==> config.mk <==
export PLATFORM = sky130hd
export DESIGN_NAME = alarm_ctrl
export DESIGN_NICKNAME = d
export VERILOG_FILES = /design/src/rtl/alarm_ctrl.sv
export SDC_FILE = /design/constraint.sdc
export NUM_CORES = 1
export LEC_CHECK = 0
export BUFFER_PORTS_ARGS = -buffer_cell sky130_fd_sc_hd__clkbuf_2
export CAP_MARGIN = 20
export CORE_ASPECT_RATIO = 0.7
export CORE_MARGIN = 1.5
export CORE_UTILIZATION = 42
export CTS_CLUSTER_SIZE = 24
export DETAILED_ROUTE_END_ITERATION = 10
export GPL_TIMING_DRIVEN = 0
export HOLD_SLACK_MARGIN = 0.06
export SKIP_LAST_GASP = 1
export SYNTH_ARGS = -nofsm -noshare
export SYNTH_HDL_FRONTEND = slang
export SYNTH_SLANG_ARGS = --single-unit
==> constraint.sdc <==
create_clock -name clk -period 1.74 [get_ports clk]
set_clock_uncertainty 0.2 [all_clocks]
set_input_delay 0.261 -clock clk [delete_from_list [all_inputs] [get_ports clk]]
set_output_delay 0.261 -clock clk [all_outputs]
set_load 0.01 [all_outputs]
==> src/rtl/alarm_ctrl.sv <==
// Arm/disarm sequencer for the comb1 alarm-trigger logic: exit delay, entry delay,
// timed siren and alarm memory, with every output registered alongside the state.
module alarm_ctrl #(
  parameter int EXIT_CYCLES  = 8,
  parameter int ENTRY_CYCLES = 6,
  parameter int ALARM_CYCLES = 16,
  parameter int CNT_W        = 8
) (
  input  logic       clk,
  input  logic       rst_n,
  input  logic       arm,
  input  logic       disarm,
  input  logic       door,
  input  logic       trip,
  output logic       armed,
  output logic       siren,
  output logic       chime,
  output logic       alarm_mem,
  output logic [2:0] status
);

  typedef enum logic [2:0] {
    S_DISARMED = 3'd0,
    S_EXIT     = 3'd1,
    S_ARMED    = 3'd2,
    S_ENTRY    = 3'd3,
    S_ALARM    = 3'd4
  } state_t;

  localparam logic [CNT_W-1:0] EXIT_LD  = CNT_W'(EXIT_CYCLES - 1);
  localparam logic [CNT_W-1:0] ENTRY_LD = CNT_W'(ENTRY_CYCLES - 1);
  localparam logic [CNT_W-1:0] ALARM_LD = CNT_W'(ALARM_CYCLES - 1);
  localparam logic [CNT_W-1:0] CNT_ONE  = CNT_W'(1);

  state_t           r_state;
  state_t           w_state_nx;
  logic [CNT_W-1:0] r_cnt;
  logic [CNT_W-1:0] w_cnt_nx;
  logic             r_armed;
  logic             r_siren;
  logic             r_chime;
  logic             r_mem;
  logic             w_mem_nx;
  logic             w_cnt_zero;

  assign w_cnt_zero = (r_cnt == '0);

  // Priority within each state: disarm > trip > door > counter expiry.
  always_comb begin
    w_state_nx = r_state;
    w_cnt_nx   = r_cnt;
    w_mem_nx   = r_mem;
    case (r_state)
      S_DISARMED: begin
        if (arm && !disarm) begin
          w_state_nx = S_EXIT;
          w_cnt_nx   = EXIT_LD;
        end
      end
      S_EXIT: begin
        if (disarm) begin
          w_state_nx = S_DISARMED;
        end else if (w_cnt_zero) begin
          w_state_nx = S_ARMED;
        end else begin
          w_cnt_nx = r_cnt - CNT_ONE;
        end
      end
      S_ARMED: begin
        if (disarm) begin
          w_state_nx = S_DISARMED;
        end else if (trip) begin
          w_state_nx = S_ALARM;
          w_cnt_nx   = ALARM_LD;
          w_mem_nx   = 1'b1;
        end else if (door) begin
          w_state_nx = S_ENTRY;
          w_cnt_nx   = ENTRY_LD;
        end
      end
      S_ENTRY: begin
        if (disarm) begin
          w_state_nx = S_DISARMED;
        end else if (trip || w_cnt_zero) begin
          w_state_nx = S_ALARM;
          w_cnt_nx   = ALARM_LD;
          w_mem_nx   = 1'b1;
        end else begin
          w_cnt_nx = r_cnt - CNT_ONE;
        end
      end
      S_ALARM: begin
        if (disarm) begin
          w_state_nx = S_DISARMED;
        end else if (w_cnt_zero) begin
          w_state_nx = S_ARMED;
        end else begin
          w_cnt_nx = r_cnt - CNT_ONE;
        end
      end
      default: begin
        w_state_nx = S_DISARMED;
      end
    endcase
    if (disarm) begin
      w_mem_nx = 1'b0;
    end
  end

  // Outputs decode the next state so they change on the same edge as r_state.
  always_ff @(posedge clk) begin
    if (!rst_n) begin
      r_state <= S_DISARMED;
      r_cnt   <= '0;
      r_armed <= 1'b0;
      r_siren <= 1'b0;
      r_chime <= 1'b0;
      r_mem   <= 1'b0;
    end else begin
      r_state <= w_state_nx;
      r_cnt   <= w_cnt_nx;
      r_armed <= (w_state_nx == S_ARMED) || (w_state_nx == S_ENTRY) ||
                 (w_state_nx == S_ALARM);
      r_siren <= (w_state_nx == S_ALARM);
      r_chime <= (w_state_nx == S_ENTRY);
      r_mem   <= w_mem_nx;
    end
  end

  assign armed     = r_armed;
  assign siren     = r_siren;
  assign chime     = r_chime;
  assign alarm_mem = r_mem;
  assign status    = r_state;

endmodule
# Word level (Yosys, flattened, before mapping)
# Index checks and enable logic that the tools add are counted.
[op_classes]
addsub = 1
n_eq_ne = 15
n_mux = 21
bitwise_logic = 1
reduce_logical = 13
[ops]
columns = ["operator", "n"]
rows = [
  ["8-bit two-way mux", 8],
  ["8-bit case mux with 4 select lines", 1],
  ["3-bit two-way mux", 8],
  ["2-bit != test, second input constant", 7],
  ["3-bit by 2-bit == test with 1-bit output, second input constant", 4],
  ["3-bit case mux with 4 select lines", 1],
  ["8-bit logical NOT", 1],
  ["8-bit by 1-bit subtractor with 8-bit output, second input constant", 1],
  ["7-bit AND reduction", 1],
  ["3-bit == test, second input constant", 2],
  ["4-bit nonzero test", 1],
  ["2-bit OR reduction", 2],
  ["3-bit by 1-bit == test with 1-bit output, second input constant", 1],
  ["3-bit logical NOT", 1],
  ["1-bit logical OR", 3],
  ["3-bit != test, second input constant", 1],
  ["3-bit AND reduction", 1],
  ["1-bit two-way mux", 2],
  ["1-bit case mux with 2 select lines", 1],
  ["2-bit nonzero test", 1],
  ["1-bit logical AND", 1],
  ["1-bit logical NOT", 1],
  ["1-bit NOT", 1],
]
[totals]
regBits = 15
input_bits = 6
out_inout_bits = 7
elab_cells = 57

# Longest topological paths before layout
[logic_depth]
word_depth = 8
ltp_mapped = 7
depth_no_buf = 7

# Worst setup path before layout
# Ideal clock, no wire load.
[synth_timing]
path_type = "reg2reg"
from = "register r_cnt[0]"
to = "register r_cnt[6]"
setup_time_ps = 115
arrival_ps = 1565
required_time_ps = 1425
slack_ps = -139
stages_incl_launch_ff = 8
path_buffers = 0
period_less_slack_ps = 1879
cell_sequence = "dfxtp_1 -> inv_1 -> ha_1 -> or3b_2 -> nor2_2 -> o31a_2 -> o2bb2ai_1 -> o21a_1"
[synth_via]
elab_chain_cells = 5
word_cells_on_any_way = 10
classes_between = "1 x add/sub; 1 x eq/ne; 5 x mux; 3 x reduce/logical"
[synth_lines]
columns = ["item", "line_no", "text"]
rows = [
  ["start: declaration", "37", "logic [CNT_W-1:0] r_cnt;"],
  ["start signal: assignment", "121", "r_cnt <= w_cnt_nx;"],
  ["parallel branches: the longest is 5 deep, another holds 8-bit by 1-bit subtractor with 8-bit output", "n/a", ""],
]
# Several ways; the timed one is not identified. The select of a mux whose other input is x is not followed.
# A chain may end at the register's enable or synchronous reset.

# Worst setup path after layout
[layout_timing]
from = "register r_cnt[7]"
to = "register r_cnt[6]"
[layout_via]
elab_chain_cells = 5
word_cells_on_any_way = 7
classes_between = "1 x eq/ne; 3 x mux; 3 x reduce/logical"
[layout_lines]
columns = ["item", "line_no", "text"]
rows = [
  ["8-bit logical NOT *", "46", "assign w_cnt_zero = (r_cnt == '0);"],
  ["1-bit logical OR", "84", "end else if (trip || w_cnt_zero) begin"],
  ["8-bit two-way mux", "84", ""],
  ["8-bit two-way mux", "82", "if (disarm) begin"],
  ["8-bit case mux with 4 select lines", "53", "case (r_state)"],
]
# Mark *: on every way between the ends. The rest lies on a longest branch, timed or not. The select of a mux whose other input is x is not followed.

==> flow_summary.ini <==
[synth]
synthDistinctLibCells = 41
synth_top_area_share_pct = 35.61
synth_edf_count = 0
avgSynthCellArea_um2 = 8.350
synth_seq_cells = 15
synth-main-ff-cell = dfxtp_1
synth_nets = 108
yosys.area.top_type = dfxtp_1
synthCells = 101
ys_seq_area_share_pct = 35.61
netlist_area_um2 = 843.3
async_flop_share_pct = 0
yosys-top-cells-area = dfxtp_1 (36%), nor2_1 (7.1%), o21ai_0 (4.7%)
yosysWarnings = 0

[clock_network]
ctsLongestPathBuffers = 2
clock-sinks = 15
cts_made_buffers = 3
worstSkewPairLatency_ns = 0.29
cts_max_level = 1
clkTransAtPathRegs_ns = 0.10
cts_tree = yes
cts_hold_buf = 0
root_buffer = clkbuf_4

[timing]
hold_ws_ns = 0.09311
drv_slew = 0
max_slew.worst_pin.slew_ns = 0.4494
fmax_ghz = 0.5256
finalSetupViolCount = 11
rsz0062_at_grt = true
timing.final.crit_share_pct = 109.3
worst_slack_ns = -0.1627
hold_viol = 0
fin_crit_ns = 1.903
tns_ns = -0.8876
slew-limit-headroom_pct = 69.98

[route]
drt-total-wl_mm = 2.273
ant_nets = 0
vias_per_cell = 5.914
vias = 893
first_pass_iters = 4
drt-wirelength-per-cell_um = 15.05
drt-initial-drc-count = 20
drt_drc_violations_left = 0

[global_routing]
grt_max_degree = 11
track_usage_pct = 20.79
antenna_found_initial = 0
overflow = 0
grt_pass1_wl_mm = 3.505
grt_pass1_vias = 818

[final_layout]
fin_util_pct = 62.88
fin_nets = 137
layout-drive-gt1-share_pct = 47.29
area_growth_pct = 39.47
seq_area_um2 = 307.8
final_design_area_no_fill_um2 = 1176
multi_input_area_um2 = 626.9
fillers = 165
antenna_cells = 0
layout_common_cells = nor2_1 (16), clkbuf_2 (12), buf_4 (11), dfxtp_1 (11), a21oi_1 (6)
final_common_cell = nor2_1

[critical_path]
r2r_cells = 5
critPathLaunchType = flip-flop
setup.worst_path.end_class = flip-flop
cp_slowest_cell = or4_4
arrival_ns = 1.90
slowest_delay_ns = 0.59
r2r_end = r_cnt[6]$_SDFFE_PN0P_
critPathRequiredTime_ns = 1.73
reg2reg_from = r_cnt[7]$_SDFFE_PN0P_
path_class = reg2reg
path_max_fanout = 5
path_cells = or4_4 -> nor2_4 -> o31a_4 -> o2bb2ai_1 -> o21a_1
r2r_setup_slack_ns = -0.16
cp_top_family = simple AND/OR/NAND/NOR gates
path_buf_inv = 0

[die]
start_util_pct = 45.08
rows = 13
die_w_um = 56.56
die_height_um = 40.49
io_pins = 13
dieArea_um2 = 2290
fp.coreArea_um2 = 1871

[hold_path]
holdCritStartpoint = rst_n
hold_end = r_cnt[0]$_SDFFE_PN0P_
hold_class = in2reg
holdPathStages = 3

[placement]
dpl-instance-area_um2 = 963.4
hpwlAfterDp_mm = 1.443
gp_congestion = 0.8423
portBuffers = 12

[job]
cap_viol_max_count = 0

[pwr]
powerDensity_nw_per_um2 = 774.9
leakagePower_uw = 0.0004803
ir_drop_mv = 0.5591
total_power_uw = 911.4

[run_status]
failed_checks = negative setup slack
status = finished with violations
-- sequential cells by signal (all words and copies together), names as in the netlist --
name	cells
alarm_mem	1
armed	1
chime	1
r_cnt	8
siren	1
status	3
-- report_power, final --
| part | internal [uW] | switching, uW | total [uW] |
|---|---|---|---|
| combinational | 159 | 154 | 313 |
| clock | 85.6 | 124 | 209 |
| sequential | 361 | 27.3 | 389 |
| total | 606 | 305 | 911 |
-- kinds of logic (layout without fill, tap and decap cells) --
| family | after synthesis | count (layout) | share of synthesized area, % |
|---|---|---|---|
| simple gates | 42 | 42 | 29.53 |
| compound gates | 35 | 35 | 27.60 |
| flops | 15 | 15 | 35.61 |
| buf+inv | 5 | 33 | 2.522 |
| mux | 1 | 1 | 1.187 |
| xor+xnor | 2 | 2 | 2.078 |
| fa+ha+maj | 1 | 1 | 1.483 |
-- cells in the mapped netlist (2+ instances only) --
cell	n
nor2_1	16
dfxtp_1	15
o21ai_0	8
a21oi_1	7
nand2_1	5
o31ai_1	4
inv_1	3
a31oi_1	2
buf_2	2
nor2b_1	2
nor3_1	2
nor3b_1	2
o21a_1	2
o2bb2ai_1	2
or4_1	2
xor2_1	2
-- final cells by class --
class / count / area share, %
Sequential cell: 15 / 26.17
Buffer: 2 / 1.277
Inverter: 3 / 1.170
Timing Repair Buffer: 24 / 13.40
Multi-Input combinational cell: 81 / 53.30
Clock buffer: 3 / 1.915
Clock inverter: 1 / 0.4255
Tap cell: 22 / 2.340
-- worst reg2reg max path, delay by kind of cell (launching register included) --
kind / cells / cell delay (ns)
flip-flops: 1 / 0.39
AND/OR/NAND/NOR: 2 / 0.76
AO/OA/AOI/OAI: 3 / 0.46
-- worst max-delay path by stage --
stage | endpoint | from | cells past startpoint
after global placement | r_cnt[4]$_SDFFE_PN0P_ | r_cnt[0]$_SDFFE_PN0P_ | 7
after floorplan | r_cnt[6]$_SDFFE_PN0P_ | r_cnt[1]$_SDFFE_PN0P_ | 7
after CTS | r_cnt[7]$_SDFFE_PN0P_ | r_cnt[0]$_SDFFE_PN0P_ | 7
final | r_cnt[6]$_SDFFE_PN0P_ | r_cnt[7]$_SDFFE_PN0P_ | 5
after detailed placement | r_cnt[6]$_SDFFE_PN0P_ | r_cnt[1]$_SDFFE_PN0P_ | 7
after global routing | r_cnt[7]$_SDFFE_PN0P_ | r_cnt[1]$_SDFFE_PN0P_ | 4
-- what timing repair did --
action	4_1_cts	5_1_grt
setup buffers	11	2
resized for setup	13	14
pin swaps	7	9
endpoints found under the setup margin	11	15
endpoints found under the hold margin	0	0
-- per-stage QoR --
stage	worst slack [ns]	std cells
2_1_floorplan	-0.002849	101
3_3_place_gp	-0.1406	135
3_5_place_dp	-0.1422	135
4_1_cts	-0.1312	150
5_1_grt	-0.2178	151
6_report	-0.1627	151
-- routing by layer --
| metal | track usage (%) | share of wire (%) |
|---|---|---|
| met1 | 25.67 | 49 |
| met2 | 32.85 | 44 |
| met3 | 7.742 | 5.1 |
| met4 | 10.12 | 1.4 |
| met5 | 0 | 0 |
Note: power is estimated with default switching activity, not from simulation.
